--- config.mk ---
export PLATFORM = sky130hd
export DESIGN_NAME = hazard_scoreboard_flat
export DESIGN_NICKNAME = d
export VERILOG_FILES = /design/src/rtl/hazard_scoreboard_if.sv /design/src/rtl/hazard_scoreboard.sv /design/src/flat_wrapper.sv
export SDC_FILE = /design/constraint.sdc
export NUM_CORES = 1
export LEC_CHECK = 0
export ABC_AREA = 1
export BUFFER_PORTS_ARGS = -buffer_cell sky130_fd_sc_hd__buf_2
export CAP_MARGIN = 5
export CORE_MARGIN = 8
export CORE_UTILIZATION = 58
export CTS_CLUSTER_DIAMETER = 120
export DETAILED_ROUTE_END_ITERATION = 10
export PLACE_DENSITY = 0.86
export SLEW_MARGIN = 20
export SYNTH_ARGS = -nofsm -noshare
export SYNTH_HDL_FRONTEND = slang
export SYNTH_SLANG_ARGS = --single-unit
--- constraint.sdc ---
create_clock -name clk_i -period 2.8 [get_ports clk_i]
set_input_delay 0.56 -clock clk_i [delete_from_list [all_inputs] [get_ports clk_i]]
set_output_delay 0.56 -clock clk_i [all_outputs]
set_load 0.02 [all_outputs]
--- src/rtl/hazard_scoreboard_if.sv ---
`default_nettype none
// ============================================================================
//  Module      : hazard_scoreboard_if
//  Description : Decode / writeback / status bundle for the issue scoreboard.
//                master = decode and writeback side, slave = scoreboard.
//  Revision    : 1.0  initial release
// ============================================================================
interface hazard_scoreboard_if #(
    parameter int DEPTH = 4,
    parameter int CNT_W = $clog2(DEPTH + 1)
);
    logic             dec_valid_i;
    logic             dec_ready_o;
    logic [4:0]       dec_rs1_i;
    logic [4:0]       dec_rs2_i;
    logic             dec_use_rs1_i;
    logic             dec_use_rs2_i;
    logic [4:0]       dec_rd_i;
    logic             dec_we_i;
    logic             dec_is_mem_i;
    logic             flush_i;
    logic             issue_o;
    logic             wb_valid_i;
    logic [4:0]       wb_rd_i;
    logic [CNT_W-1:0] inflight_o;
    logic             sb_err_o;
    logic             fwd_rs1_o;
    logic             fwd_rs2_o;

    modport master (
        output dec_valid_i, dec_rs1_i, dec_rs2_i, dec_use_rs1_i, dec_use_rs2_i,
               dec_rd_i, dec_we_i, dec_is_mem_i, flush_i, wb_valid_i, wb_rd_i,
        input  dec_ready_o, issue_o, inflight_o, sb_err_o, fwd_rs1_o, fwd_rs2_o
    );

    modport slave (
        input  dec_valid_i, dec_rs1_i, dec_rs2_i, dec_use_rs1_i, dec_use_rs2_i,
               dec_rd_i, dec_we_i, dec_is_mem_i, flush_i, wb_valid_i, wb_rd_i,
        output dec_ready_o, issue_o, inflight_o, sb_err_o, fwd_rs1_o, fwd_rs2_o
    );
endinterface
`default_nettype wire

--- src/rtl/hazard_scoreboard.sv ---
`default_nettype none
// ============================================================================
//  Module      : hazard_scoreboard
//  Description : Issue controller between decode and execute. Keeps an
//                in-order FIFO of in-flight {rd, we, is_mem}, stalls decode on
//                RAW hazards or a full FIFO, retires the head on writeback and
//                flags protocol errors (sticky until reset).
//                Optional feature macro: HAZARD_FORWARDING_EN -- a hazard whose
//                only match is the youngest non-load entry is resolved by EX
//                forwarding instead of a stall.
//  Revision    : 1.0  initial release
// ============================================================================
module hazard_scoreboard #(
    parameter int DEPTH = 4,
    parameter int CNT_W = $clog2(DEPTH + 1)
) (
    input  logic                clk_i,
    input  logic                rstn_i,
    hazard_scoreboard_if.slave  bus
);

    localparam int               PTR_W       = $clog2(DEPTH);
    localparam logic [PTR_W-1:0] c_ptr_last  = PTR_W'(DEPTH - 1);
    localparam logic [CNT_W-1:0] c_depth_cnt = CNT_W'(DEPTH);

    // FIFO storage; r_valid mirrors occupancy per slot so the hazard compare
    // needs no pointer arithmetic.
    logic [4:0]       r_rd [DEPTH];
    logic [DEPTH-1:0] r_we;
    logic [DEPTH-1:0] r_mem;
    logic [DEPTH-1:0] r_valid;
    logic [PTR_W-1:0] r_rp;
    logic [PTR_W-1:0] r_wp;
    logic [CNT_W-1:0] r_count;
    logic             r_err;

    logic [DEPTH-1:0] w_match1;
    logic [DEPTH-1:0] w_match2;
    logic             w_stall1;
    logic             w_stall2;
    logic             w_full;
    logic             w_ready;
    logic             w_issue;
    logic             w_pop;
    logic             w_err_set;
    logic             w_push_we;

    // Pointers wrap at DEPTH, which need not be a power of two.
    function automatic logic [PTR_W-1:0] ptr_inc(input logic [PTR_W-1:0] p);
        return (p == c_ptr_last) ? '0 : p + 1'b1;
    endfunction

    // Per-slot RAW compare; we is stored already qualified by rd!=0, so x0
    // destinations never match.
    for (genvar gi = 0; gi < DEPTH; gi++) begin : g_entry
        assign w_match1[gi] = r_valid[gi] && r_we[gi] && bus.dec_use_rs1_i &&
                              (bus.dec_rs1_i != 5'd0) && (r_rd[gi] == bus.dec_rs1_i);
        assign w_match2[gi] = r_valid[gi] && r_we[gi] && bus.dec_use_rs2_i &&
                              (bus.dec_rs2_i != 5'd0) && (r_rd[gi] == bus.dec_rs2_i);
    end

`ifdef HAZARD_FORWARDING_EN
    logic [PTR_W-1:0] w_young;
    logic [DEPTH-1:0] w_young_oh;
    logic             w_fwd1_ok;
    logic             w_fwd2_ok;

    // Forwarding is safe only when the sole producer is the instruction now in
    // EX (youngest entry) and its result is not coming from memory.
    always_comb begin
        w_young    = (r_wp == '0) ? c_ptr_last : r_wp - 1'b1;
        w_young_oh = {{(DEPTH-1){1'b0}}, 1'b1} << w_young;
        w_fwd1_ok  = (w_match1 == w_young_oh) && !r_mem[w_young];
        w_fwd2_ok  = (w_match2 == w_young_oh) && !r_mem[w_young];
        w_stall1   = (|w_match1) && !w_fwd1_ok;
        w_stall2   = (|w_match2) && !w_fwd2_ok;
    end

    assign bus.fwd_rs1_o = w_fwd1_ok && w_issue;
    assign bus.fwd_rs2_o = w_fwd2_ok && w_issue;
`else
    logic w_unused_mem;

    // Without forwarding every match stalls; is_mem is tracked but not consulted.
    always_comb begin
        w_stall1 = |w_match1;
        w_stall2 = |w_match2;
    end

    assign w_unused_mem  = ^r_mem;
    assign bus.fwd_rs1_o = 1'b0;
    assign bus.fwd_rs2_o = 1'b0;
`endif

    // Ready ignores a same-cycle pop: full or matching-the-popping-entry still stalls.
    always_comb begin
        w_full    = (r_count == c_depth_cnt);
        w_ready   = !w_stall1 && !w_stall2 && !w_full;
        w_issue   = bus.dec_valid_i && w_ready && !bus.flush_i;
        w_push_we = bus.dec_we_i && (bus.dec_rd_i != 5'd0);
        w_pop     = bus.wb_valid_i && (r_count != '0);
        w_err_set = bus.wb_valid_i &&
                    ((r_count == '0) || (r_we[r_rp] && (bus.wb_rd_i != r_rd[r_rp])));
    end

    assign bus.dec_ready_o = w_ready;
    assign bus.issue_o     = w_issue;
    assign bus.inflight_o  = r_count;
    assign bus.sb_err_o    = r_err;

    // FIFO push/pop, occupancy and sticky error state.
    always_ff @(posedge clk_i or negedge rstn_i) begin
        if (!rstn_i) begin
            for (int i = 0; i < DEPTH; i++) begin
                r_rd[i] <= 5'd0;
            end
            r_we    <= '0;
            r_mem   <= '0;
            r_valid <= '0;
            r_rp    <= '0;
            r_wp    <= '0;
            r_count <= '0;
            r_err   <= 1'b0;
        end else begin
            if (w_pop) begin
                r_valid[r_rp] <= 1'b0;
                r_rp          <= ptr_inc(r_rp);
            end
            if (w_issue) begin
                r_rd[r_wp]    <= bus.dec_rd_i;
                r_we[r_wp]    <= w_push_we;
                r_mem[r_wp]   <= bus.dec_is_mem_i;
                r_valid[r_wp] <= 1'b1;
                r_wp          <= ptr_inc(r_wp);
            end
            case ({w_issue, w_pop})
                2'b10:   r_count <= r_count + 1'b1;
                2'b01:   r_count <= r_count - 1'b1;
                default: r_count <= r_count;
            endcase
            if (w_err_set) begin
                r_err <= 1'b1;
            end
        end
    end

endmodule
`default_nettype wire

--- src/flat_wrapper.sv ---
// flat-port wrapper written by rule: the top's interface ports become plain ports
module hazard_scoreboard_flat 
#(
    parameter int DEPTH = 4,
    parameter int CNT_W = $clog2(DEPTH + 1)
)
  (clk_i, rstn_i, bus_dec_valid_i, bus_dec_rs1_i, bus_dec_rs2_i, bus_dec_use_rs1_i, bus_dec_use_rs2_i, bus_dec_rd_i, bus_dec_we_i, bus_dec_is_mem_i, bus_flush_i, bus_wb_valid_i, bus_wb_rd_i, bus_dec_ready_o, bus_issue_o, bus_inflight_o, bus_sb_err_o, bus_fwd_rs1_o, bus_fwd_rs2_o);
  hazard_scoreboard_if #(.DEPTH(DEPTH), .CNT_W(CNT_W)) bus_i ();
  input  logic clk_i;
  input  logic rstn_i;
  input wire logic [$bits(bus_i.dec_valid_i)-1:0] bus_dec_valid_i;
  input wire logic [$bits(bus_i.dec_rs1_i)-1:0] bus_dec_rs1_i;
  input wire logic [$bits(bus_i.dec_rs2_i)-1:0] bus_dec_rs2_i;
  input wire logic [$bits(bus_i.dec_use_rs1_i)-1:0] bus_dec_use_rs1_i;
  input wire logic [$bits(bus_i.dec_use_rs2_i)-1:0] bus_dec_use_rs2_i;
  input wire logic [$bits(bus_i.dec_rd_i)-1:0] bus_dec_rd_i;
  input wire logic [$bits(bus_i.dec_we_i)-1:0] bus_dec_we_i;
  input wire logic [$bits(bus_i.dec_is_mem_i)-1:0] bus_dec_is_mem_i;
  input wire logic [$bits(bus_i.flush_i)-1:0] bus_flush_i;
  input wire logic [$bits(bus_i.wb_valid_i)-1:0] bus_wb_valid_i;
  input wire logic [$bits(bus_i.wb_rd_i)-1:0] bus_wb_rd_i;
  output wire logic [$bits(bus_i.dec_ready_o)-1:0] bus_dec_ready_o;
  output wire logic [$bits(bus_i.issue_o)-1:0] bus_issue_o;
  output wire logic [$bits(bus_i.inflight_o)-1:0] bus_inflight_o;
  output wire logic [$bits(bus_i.sb_err_o)-1:0] bus_sb_err_o;
  output wire logic [$bits(bus_i.fwd_rs1_o)-1:0] bus_fwd_rs1_o;
  output wire logic [$bits(bus_i.fwd_rs2_o)-1:0] bus_fwd_rs2_o;
  assign bus_i.dec_valid_i = bus_dec_valid_i;
  assign bus_i.dec_rs1_i = bus_dec_rs1_i;
  assign bus_i.dec_rs2_i = bus_dec_rs2_i;
  assign bus_i.dec_use_rs1_i = bus_dec_use_rs1_i;
  assign bus_i.dec_use_rs2_i = bus_dec_use_rs2_i;
  assign bus_i.dec_rd_i = bus_dec_rd_i;
  assign bus_i.dec_we_i = bus_dec_we_i;
  assign bus_i.dec_is_mem_i = bus_dec_is_mem_i;
  assign bus_i.flush_i = bus_flush_i;
  assign bus_i.wb_valid_i = bus_wb_valid_i;
  assign bus_i.wb_rd_i = bus_wb_rd_i;
  assign bus_dec_ready_o = bus_i.dec_ready_o;
  assign bus_issue_o = bus_i.issue_o;
  assign bus_inflight_o = bus_i.inflight_o;
  assign bus_sb_err_o = bus_i.sb_err_o;
  assign bus_fwd_rs1_o = bus_i.fwd_rs1_o;
  assign bus_fwd_rs2_o = bus_i.fwd_rs2_o;
  hazard_scoreboard #(.DEPTH(DEPTH), .CNT_W(CNT_W)) u_core (.clk_i(clk_i), .rstn_i(rstn_i), .bus(bus_i));
endmodule
# Word level (Yosys, flattened, before mapping)
# Cells that the tools add are included.
# totals
word_cells	110
ff_bits	36
out_inout_bits	8
in_bits	29
# op_classes
reduce_logical	52
magnitude_cmp	7
eq_ne	14
n_mux	18
n_addsub	4
bitwise_logic	5
# op_table
cell	count
equality test 5 bit	8
logical AND 1 bit	39
bitwise mux 20 bit	1
2-to-1 mux 5 bit	3
nonzero test 5 bit	3
binary-select mux 5 bit (select 2 bit)	1
demux 5 bit (select 2 bit)	1
2-to-1 mux 4 bit	2
OR reduction 4 bit	2
equality test 2 bit (second input constant)	3
>= comparator 3 bit (second input constant)	2
< comparator 2 x 3 -> 1 bit (second input constant)	2
NOT 2 -> 3 bit	2
case mux 3 bit (2 select lines)	1
inequality test 5 bit	1
adder 2 x 1 -> 2 bit (second input constant)	2
bitwise AND 4 bit	1
bitwise mux 4 bit	1
demux 1 bit (select 2 bit)	2
>= comparator 2 x 1 -> 1 bit (second input constant)	2
logical NOT 1 bit	4
2-to-1 mux 2 bit	2
NOT 4 bit	1
OR 4 bit	1
other kinds (11)	13

# Logic depth before layout (Yosys ltp)
# Gate-level depths: netlist of run 1.
# depth
word_depth	12
mapped_depth	17
depth_no_buf	16

# Worst setup path after synthesis of run 1
# OpenSTA, ideal clock, no wires.
# synth_timing
kind	input -> register
from	input port bus_dec_rs1_i[4]
to	register u_core.r_count[2] (netlist: u_core.bus.inflight_o[2])
arrival_time_ps	2322
cell_stages	17
n_path_buf	1
setup_time_ps	131
path_slack_ps	347
required_time_ps	2669
path_cell_list	clkbuf_2 inv_1 nand2_1 nand2_1 inv_1 nand3_1 nor2_1 nor2_1 nand3_1 nor2_4 nand2_2 ha_1 inv_1 fa_1 a21oi_1 o21ai_0 xor2_1
# synth_via
elab_chain_len	11
elab_cells_between_ends	23
classes_between	eq/ne: 6; mux: 1; reduce/logical: 16
# synth_rtl
item	line_no	source
start: declaration	flat_wrapper.sv:12	input wire logic [$bits(bus_i.dec_rs1_i)-1:0] bus_dec_rs1_i;
nonzero test 5 bit	hazard_scoreboard.sv:57	(bus.dec_rs1_i != 5'd0) && (r_rd[gi] == bus.dec_rs1_i);
logical AND 1 bit	hazard_scoreboard.sv:56	assign w_match1[gi] = r_valid[gi] && r_we[gi] && bus.dec_use_rs1_i &&
logical AND 1 bit	hazard_scoreboard.sv:57	
OR reduction 4 bit *	hazard_scoreboard.sv:86	w_stall1 = |w_match1;
logical NOT 1 bit *	hazard_scoreboard.sv:98	w_ready = !w_stall1 && !w_stall2 && !w_full;
logical AND 1 bit * (2 in series)	hazard_scoreboard.sv:98	
logical AND 1 bit * (2 in series)	hazard_scoreboard.sv:99	w_issue = bus.dec_valid_i && w_ready && !bus.flush_i;
equality test 2 x 1 -> 1 bit / equality test 2 bit (equally long branches)	hazard_scoreboard.sv:136	case ({w_issue, w_pop})
case mux 3 bit (2 select lines) / nonzero test 2 bit (equally long branches)	-	
end signal: assignment	hazard_scoreboard.sv:137	2'b10: r_count <= r_count + 1'b1;
end signal: assignment	hazard_scoreboard.sv:138	2'b01: r_count <= r_count - 1'b1;
end signal: assignment	hazard_scoreboard.sv:139	default: r_count <= r_count;
end: declaration	hazard_scoreboard.sv:34	logic [CNT_W-1:0] r_count;
# Mark *: on every way between the ends. The rest lies on a longest branch, timed or not.
# A chain may end at the register's enable or synchronous reset.

# Worst setup path after layout of run 1
# layout_timing
from	register u_core.r_rd[2] (netlist name)
to	output port bus_dec_ready_o
# layout_via
elab_chain_len	6
elab_cells_between_ends	10
classes_between	eq/ne: 2; reduce/logical: 8
# layout_rtl
item	line_no	source
start: declaration	hazard_scoreboard.sv:28	logic [4:0] r_rd [DEPTH];
start signal: indexed assignment	hazard_scoreboard.sv:130	r_rd[r_wp] <= bus.dec_rd_i;
equality test 5 bit, on equally long branches	hazard_scoreboard.sv:57, hazard_scoreboard.sv:59	
logical AND 1 bit, on equally long branches	hazard_scoreboard.sv:57, hazard_scoreboard.sv:59	
OR reduction 4 bit, on equally long branches	hazard_scoreboard.sv:86, hazard_scoreboard.sv:87	
logical NOT 1 bit	hazard_scoreboard.sv:98	
logical AND 1 bit * (2 in series)	hazard_scoreboard.sv:98	
end: declaration	flat_wrapper.sv:22	output wire logic [$bits(bus_i.dec_ready_o)-1:0] bus_dec_ready_o;
# Marks and branches as above.

==> out/summary.txt, run 1 <==
setup total negative slack: 0 ns
clk_skew: 0.00922 ns
CTS Sinks: 36
syn_area_per_cell: 6.21 um^2
Die Span X: 85.9 um
Total GRT Usage: 22.1%
I/O pin count: 37
Slew HR: 47.9%
sequential element share of the synthesized area: 31.8%
Post-Syn Area: 2830 um^2
Switching Share: 48.3%
Cell variety after synth: 30
Setup Slack @ Placement: 0.0158 ns
drt total wl: 7800 um
Int Power: 1.63 mW
crit-path max FO: 25
vias per cell: 5.31
GPL Wtd Cong: 0.989
dpl hpwl: 6070 um
sequential power share: 34.8%
largest stage delay on the critical path: 0.47 ns
GR Overflow Total: 0
placed cell area: 3050 um^2
Die Y: 85.9 um
area grow syn2layout: 12.3%
Switch Pwr: 1.52 mW
Critical Path Start: u_core.r_rd[2]$_DFFE_PN0P_
drt first-iter violations: 181
critical path data arrival time: 2.09 ns
PortBufs: 33
r2r startpoint: u_core.r_rd[4]$_DFFE_PN0P_
Nets: 530
Leak Pwr: 1.80 nW
number of register bits inferred by synthesis: 36
Synth Area in XOR/XNOR: 3.40%
total die area: 7380 um^2
CP Launch Type: flop
post-synthesis mux area share: 0%
combinational share of power: 49.4%
pin count of the biggest net entering global routing: 37
cell count after synthesis: 456
post-synthesis adder-cell area fraction: 4.68%
Antenna diodes: 0
Worst Max-Slew Pin Slew: 0.782 ns
Highest Clock Rate: 377 MHz
core box area: 4720 um^2
initial antenna violation count: 0
CP Class: reg2out
run status: complete, no violations
Worst Hold Class: in2async
RSZ-0062 raised after global routing: false
CTS tree: done
simple-gate share of the synthesized area: 45.0%
vias in the first global route: 2945
final non-filler cell total: 559
CTS Hold Buffers Added: 0
initial core utilization: 60.0%
crit end category: primary output
Worst-path clk slew: 0.07 ns
final hold vios: 0
drt drc: 0
Synth Area in Compound Gates: 4.99%
fin crit period: 2.65 ns
warnings from Yosys: 0
final setup margin: 0.146 ns
post-route antenna net violation count: 0
CTS Buf Count: 5
worst skew pair latency: 0.29 ns
layout cells sized above 1: 11.6%
CTS H-tree lvls: 2
Clk pwr share: 15.7%
Final Max Tran Viols: 0
drt pass-1 iters: 4
first-pass GRT wire length: 13100 um
CP cell instances: xor2_1 > nor2_1 > nand3_1 > nor2_1 > nor2_1 > nand3_1 > nor2_4 > buf_4 > buf_2
floorplan row count: 25
CP required: 2.24 ns
largest family of logic cells by synthesized area: simple AND/OR/NAND/NOR gates
maxcap violations: 0
Finished Cell Area: 3180 um^2
CTS root buffer: clkbuf_8
DP Cell Count: 551
setup bufs post-CTS: 0
fillers: 423
crit path max-delay cell type: dfrtp_1
WL per Instance: 14.0 um
most used cell, CP: nor2_1
maximum vdd drop: 0.000666 V
WHS: 0.348 ns
PwrDens: 989 nW/um^2
Tcrit/Tclk final: 94.8%
CTS max path bufs: 2
final setup fails: 0
routed vias: 2966
==> cells in the mapped netlist <==
master / number / area share, %
o22ai_1: 1 / 0.22
buf_2: 1 / 0.18
nand3_2: 1 / 0.35
xor2_1: 6 / 1.9
buf_6: 3 / 1.2
clkinv_1: 3 / 0.40
nor2_1: 43 / 5.7
conb_1: 1 / 0.13
nor2_4: 1 / 0.40
nor3_1: 3 / 0.53
inv_1: 51 / 6.8
inv_2: 1 / 0.13
o21ai_1: 1 / 0.18
ha_1: 9 / 4.0
a21oi_1: 8 / 1.4
nor3_2: 1 / 0.35
nand3_1: 19 / 3.4
or2_2: 1 / 0.22
nand4_1: 31 / 6.8
or4_1: 1 / 0.27
fa_1: 1 / 0.71
nand2_1: 200 / 27
nand2_2: 1 / 0.22
nor2_2: 1 / 0.22
clkbuf_1: 5 / 0.66
clkbuf_2: 1 / 0.18
o21ai_0: 18 / 3.2
xnor2_1: 5 / 1.5
dfrtp_1: 36 / 32
buf_4: 2 / 0.53
==> worst max-delay path: cells and delay by family, from the launching register on <==
family / cells / cell delay [ns]
xor gates and xnor gates: 1 / 0.31
buffers and inverters: 2 / 0.47
DFF: 1 / 0.47
and+or+nand+nor: 6 / 0.53
==> sequential cells by signal (all words and copies together) (netlist names) <==
| register | flops |
|---|---|
| u_core.r_we | 4 |
| u_core.bus.sb_err_o | 1 |
| u_core.r_rd | 20 |
| u_core.bus.inflight_o | 3 |
| u_core.r_wp | 2 |
| u_core.r_rp | 2 |
| u_core.r_valid | 4 |
==> timing repair <==
action                                  4_1_cts  5_1_grt
gates resized for setup                       0        3
endpoints found under the setup margin        0        2
hold endpoints to repair                      0        0
==> layout by cell type, fill, tap and decap left out, types with 2 or more instances in the layout <==
cell type / count
a21oi_1: 8
buf_2: 33
buf_4: 6
clkbuf_8: 7
clkinv_1: 3
conb_1: 2
dfrtp_1: 34
dfrtp_2: 2
ha_1: 9
inv_1: 50
inv_2: 2
nand2_1: 200
nand3_1: 19
nand4_1: 31
nor2_1: 43
nor3_1: 3
o21ai_0: 18
xnor2_1: 5
xor2_1: 6
==> power by group through the flow <==
| stage | Combinational, mW | Sequential, mW | Clock (mW) |
|---|---|---|---|
| after global placement | 1.47 | 1.05 | 0 |
| after detailed placement | 1.53 | 1.08 | 0 |
| after floorplan | 1.16 | 0.992 | 0 |
| after CTS | 1.55 | 1.07 | 0.501 |
| final | 1.55 | 1.10 | 0.496 |
| after global routing | 1.77 | 1.12 | 0.522 |
==> per-stage QoR <==
stage	utilization, %	total power, mW
final	67.4	3.15
after CTS	67.3	3.12
after detailed placement	64.6	2.60
after global placement	64.6	2.52
after floorplan	-	2.15
after global routing	67.4	3.42
==> cell families (layout without fill, tap and decap cells) <==
kind of cell / after synthesis / after routing
AND/OR/NAND/NOR: 303 / 303
buffers and inverters: 67 / 102
flip-flops: 36 / 36
AO/OA/AOI/OAI: 28 / 28
XOR/XNOR: 11 / 11
adder cells (fa/ha/maj): 10 / 10
other: 1 / 2
==> routing by layer <==
metal / vias up / part of all wire [%] / track usage [%]
met2: 104 / 47 / 37.0
met1: 1335 / 43 / 26.7
li1: 1504 / - / -
met4: 0 / 3.1 / 10.4
met3: 23 / 6.0 / 4.11
met5: - / 0 / 0
==> area by class of cell <==
type,count,area (um^2),share of cell area (%)
timing repair buffer,39,210,6.61
inverter,55,206,6.49
clock inverter,1,30.0,0.944
clock buffer,7,96.3,3.03
multi-input combinational,354,1650,51.9
tap,67,83.8,2.63
sequential,36,903,28.4
==> final timing paths <==
kind                       cells past startpoint                                   end  slack [ns]
max                                            9                       bus_dec_ready_o        0.15
min                                            1           u_core.r_valid[3]$_DFF_PN0_        0.35
max reg2reg                                   17  u_core.bus.inflight_o[2]$_DFFE_PN0P_        0.24
min reg2reg                                    2       u_core.bus.sb_err_o$_DFFE_PN0P_        0.46
max in group asynchronous                      1           u_core.r_rd[12]$_DFFE_PN0P_        1.91
min in group clk_i                             2       u_core.bus.sb_err_o$_DFFE_PN0P_        0.46
No activity file was read; power rests on OpenSTA's default activity.
==> run 2: changes to the inputs <==
- ABC_AREA: 1 -> 0
- CORE_UTILIZATION: 58 -> 57
==> out/summary.txt, run 2 <==
run status: complete, no violations
CP Class: reg2out
worst skew pair latency: 0.29 ns
drt pass-1 iters: 5
Reg-to-Reg End: u_core.bus.inflight_o[2]$_DFFE_PN0P_
CTS H-tree lvls: 2
Largest register FFs: 20
Die Span X: 81.5 um
Yosys top cell by area: dfrtp_1
Worst Hold Class: in2async
reg-to-reg slack, setup: 0.16 ns
final setup margin: 0.101 ns
commonest cells in the netlist: dfrtp_1 (36), xnor2_1 (36), mux2_2 (24)
Switching Share: 39.8%
DP Cell Count: 294
CTS Hold Buffers Added: 0
Highest Clock Rate: 370 MHz
placed cell area: 2660 um^2
setup bufs post-CTS: 0
final hold vios: 0
first-pass GRT wire length: 9180 um
vias in the first global route: 1891
CTS Sinks: 36
initial core utilization: 57.7%
PortBufs: 33
GPL Wtd Cong: 0.869
crit-path max FO: 4
sequential element share of the synthesized area: 36.9%
floorplan row count: 24
layout cells sized above 1: 36.4%
Worst Max-Slew Pin Slew: 0.791 ns
fin crit period: 2.70 ns
sequential power share: 41.4%
final non-filler cell total: 302
Nets: 288
drt total wl: 5570 um
Finished Cell Area: 2770 um^2
Slew HR: 47.2%
dpl hpwl: 4240 um
crit end category: primary output
FF-to-FF path depth: 13
Post-Syn Area: 2440 um^2
critical path data arrival time: 2.14 ns
Cell variety after synth: 29
top post-synthesis cells by area: dfrtp_1 (37%), xnor2_1 (13%), mux2_2 (11%)
Post-synth EDFFs: 0
combinational share of power: 45.3%
drt first-iter violations: 138
syn_area_per_cell: 11.2 um^2
top flop regs: u_core.r_rd x20, u_core.r_valid x4, u_core.r_we x4
asr flop ratio synth: 100%
CTS-repair resized insts: 0
Antenna diodes: 0
maxcap violations: 0
Tcrit/Tclk final: 96.4%
core box area: 4230 um^2
cell count after synthesis: 218
Setup Slack @ Placement: -0.138 ns
GR Overflow Total: 0
CP required: 2.24 ns
Worst-path clk slew: 0.07 ns
CTS root buffer: clkbuf_8
Total GRT Usage: 18.2%
maximum vdd drop: 0.000539 V
Final Max Tran Viols: 0
pin count of the biggest net entering global routing: 37
Switch Pwr: 1.13 mW
r2r startpoint: u_core.r_rd[6]$_DFFE_PN0P_
CTS max path bufs: 2
Most used DFF post-synth: dfrtp_1
final setup fails: 0
area grow syn2layout: 13.5%
clk_skew: 0.00474 ns
total die area: 6640 um^2
Int Power: 1.71 mW
number of register bits inferred by synthesis: 36
WL per Instance: 18.4 um
warnings from Yosys: 0
initial antenna violation count: 0
Reg with most FFs: u_core.r_rd
commonest non-fill, non-tap cells in the layout: xnor2_1 (36), dfrtp_1 (36), buf_2 (33), mux2_2 (24), xor2_1 (12)
routed vias: 1745
drt drc: 0
Synth top area share: 36.9%
Die Y: 81.5 um
Leak Pwr: 1.15 nW
PwrDens: 1020 nW/um^2
CTS Buf Count: 5
overall power: 2.84 mW
RSZ-0062 raised after global routing: false
vias per cell: 5.78
Clk pwr share: 13.3%
WHS: 0.353 ns
CP Launch Type: flop
I/O pin count: 37
CTS tree: done
post-route antenna net violation count: 0
==> run 2: cell types whose count changed in the layout (fill, tap and decap cells not counted), moves of 5 or more <==
cell	before	now
a21oi_1	8	1
inv_1	50	8
mux2_2	0	24
nand2_1	200	11
nand3_1	19	10
nand4_1	31	8
nor2_1	43	3
nor2_4	1	6
o21ai_0	18	3
xnor2_1	5	36
xor2_1	6	12
==> run 2: final cells by class <==
cell class	count	area (um^2)
clock buffer	8	90.1
fill	309	1460
inverter	9	33.8
multi-input combinational	159	1480
sequential	36	901
tap	52	65.1
timing repair buffer	38	203
==> run 2: worst max path at each step <==
stage	depth (start not counted)	startpoint	to	slack (ns)
2_1_floorplan	12	bus_dec_rs1_i[4]	u_core.bus.inflight_o[2]$_DFFE_PN0P_	-0.13
3_3_place_gp	14	bus_dec_rs2_i[2]	u_core.bus.inflight_o[2]$_DFFE_PN0P_	0.03
3_5_place_dp	14	bus_dec_rs2_i[1]	u_core.bus.inflight_o[2]$_DFFE_PN0P_	-0.14
4_1_cts	8	u_core.r_rd[6]$_DFFE_PN0P_	bus_issue_o	0.04
5_1_grt	8	u_core.r_rd[14]$_DFFE_PN0P_	bus_issue_o	0.01
6_report	8	u_core.r_rd[14]$_DFFE_PN0P_	bus_issue_o	0.10
==> run 2: critical path: stages, from the launching register on <==
cell	delay, ns
dfrtp_1	0.45
xnor2_1	0.16
nand4_1	0.13
nor3_2	0.07
nor4_4	0.31
o221ai_4	0.18
nor3b_4	0.23
buf_4	0.16
buf_2	0.16
==> run 2: power by group through the flow <==
stage	Combinational [mW]	Clock (mW)	Sequential [mW]
2_1_floorplan	1.05	0	1.04
3_3_place_gp	1.22	0	1.15
3_5_place_dp	1.28	0	1.17
4_1_cts	1.29	0.382	1.16
5_1_grt	1.42	0.405	1.22
6_report	1.29	0.377	1.18
==> run 2: stage by stage <==
stage / util, % / TNS [ns]
2_1_floorplan: - / -0.228
3_3_place_gp: 62.8 / 0
3_5_place_dp: 62.8 / -0.138
4_1_cts: 64.9 / 0
5_1_grt: 65.5 / 0
6_report: 65.5 / 0
==> run 2: metal layers <==
metal  routed length, um  vias to the layer above  GRT usage [%]
met1                2340                      865           22.8
met5                   0                        -              0
met4                  58                        0           5.71
met3                 411                        7           3.72
li1                    -                      808              -
met2                2760                       65           30.5
==> run 2: cell families after synthesis <==
logic type	count (synthesis)	share of synthesized area (%)
DFF	36	36.9
and+or+nand+nor	56	13.2
other	1	0.153
AOI/OAI and AO/OA	10	3.43
xor gates and xnor gates	48	17.2
buffers and inverters	24	5.53
muxes	33	18.2
adders and majority gates	10	5.43
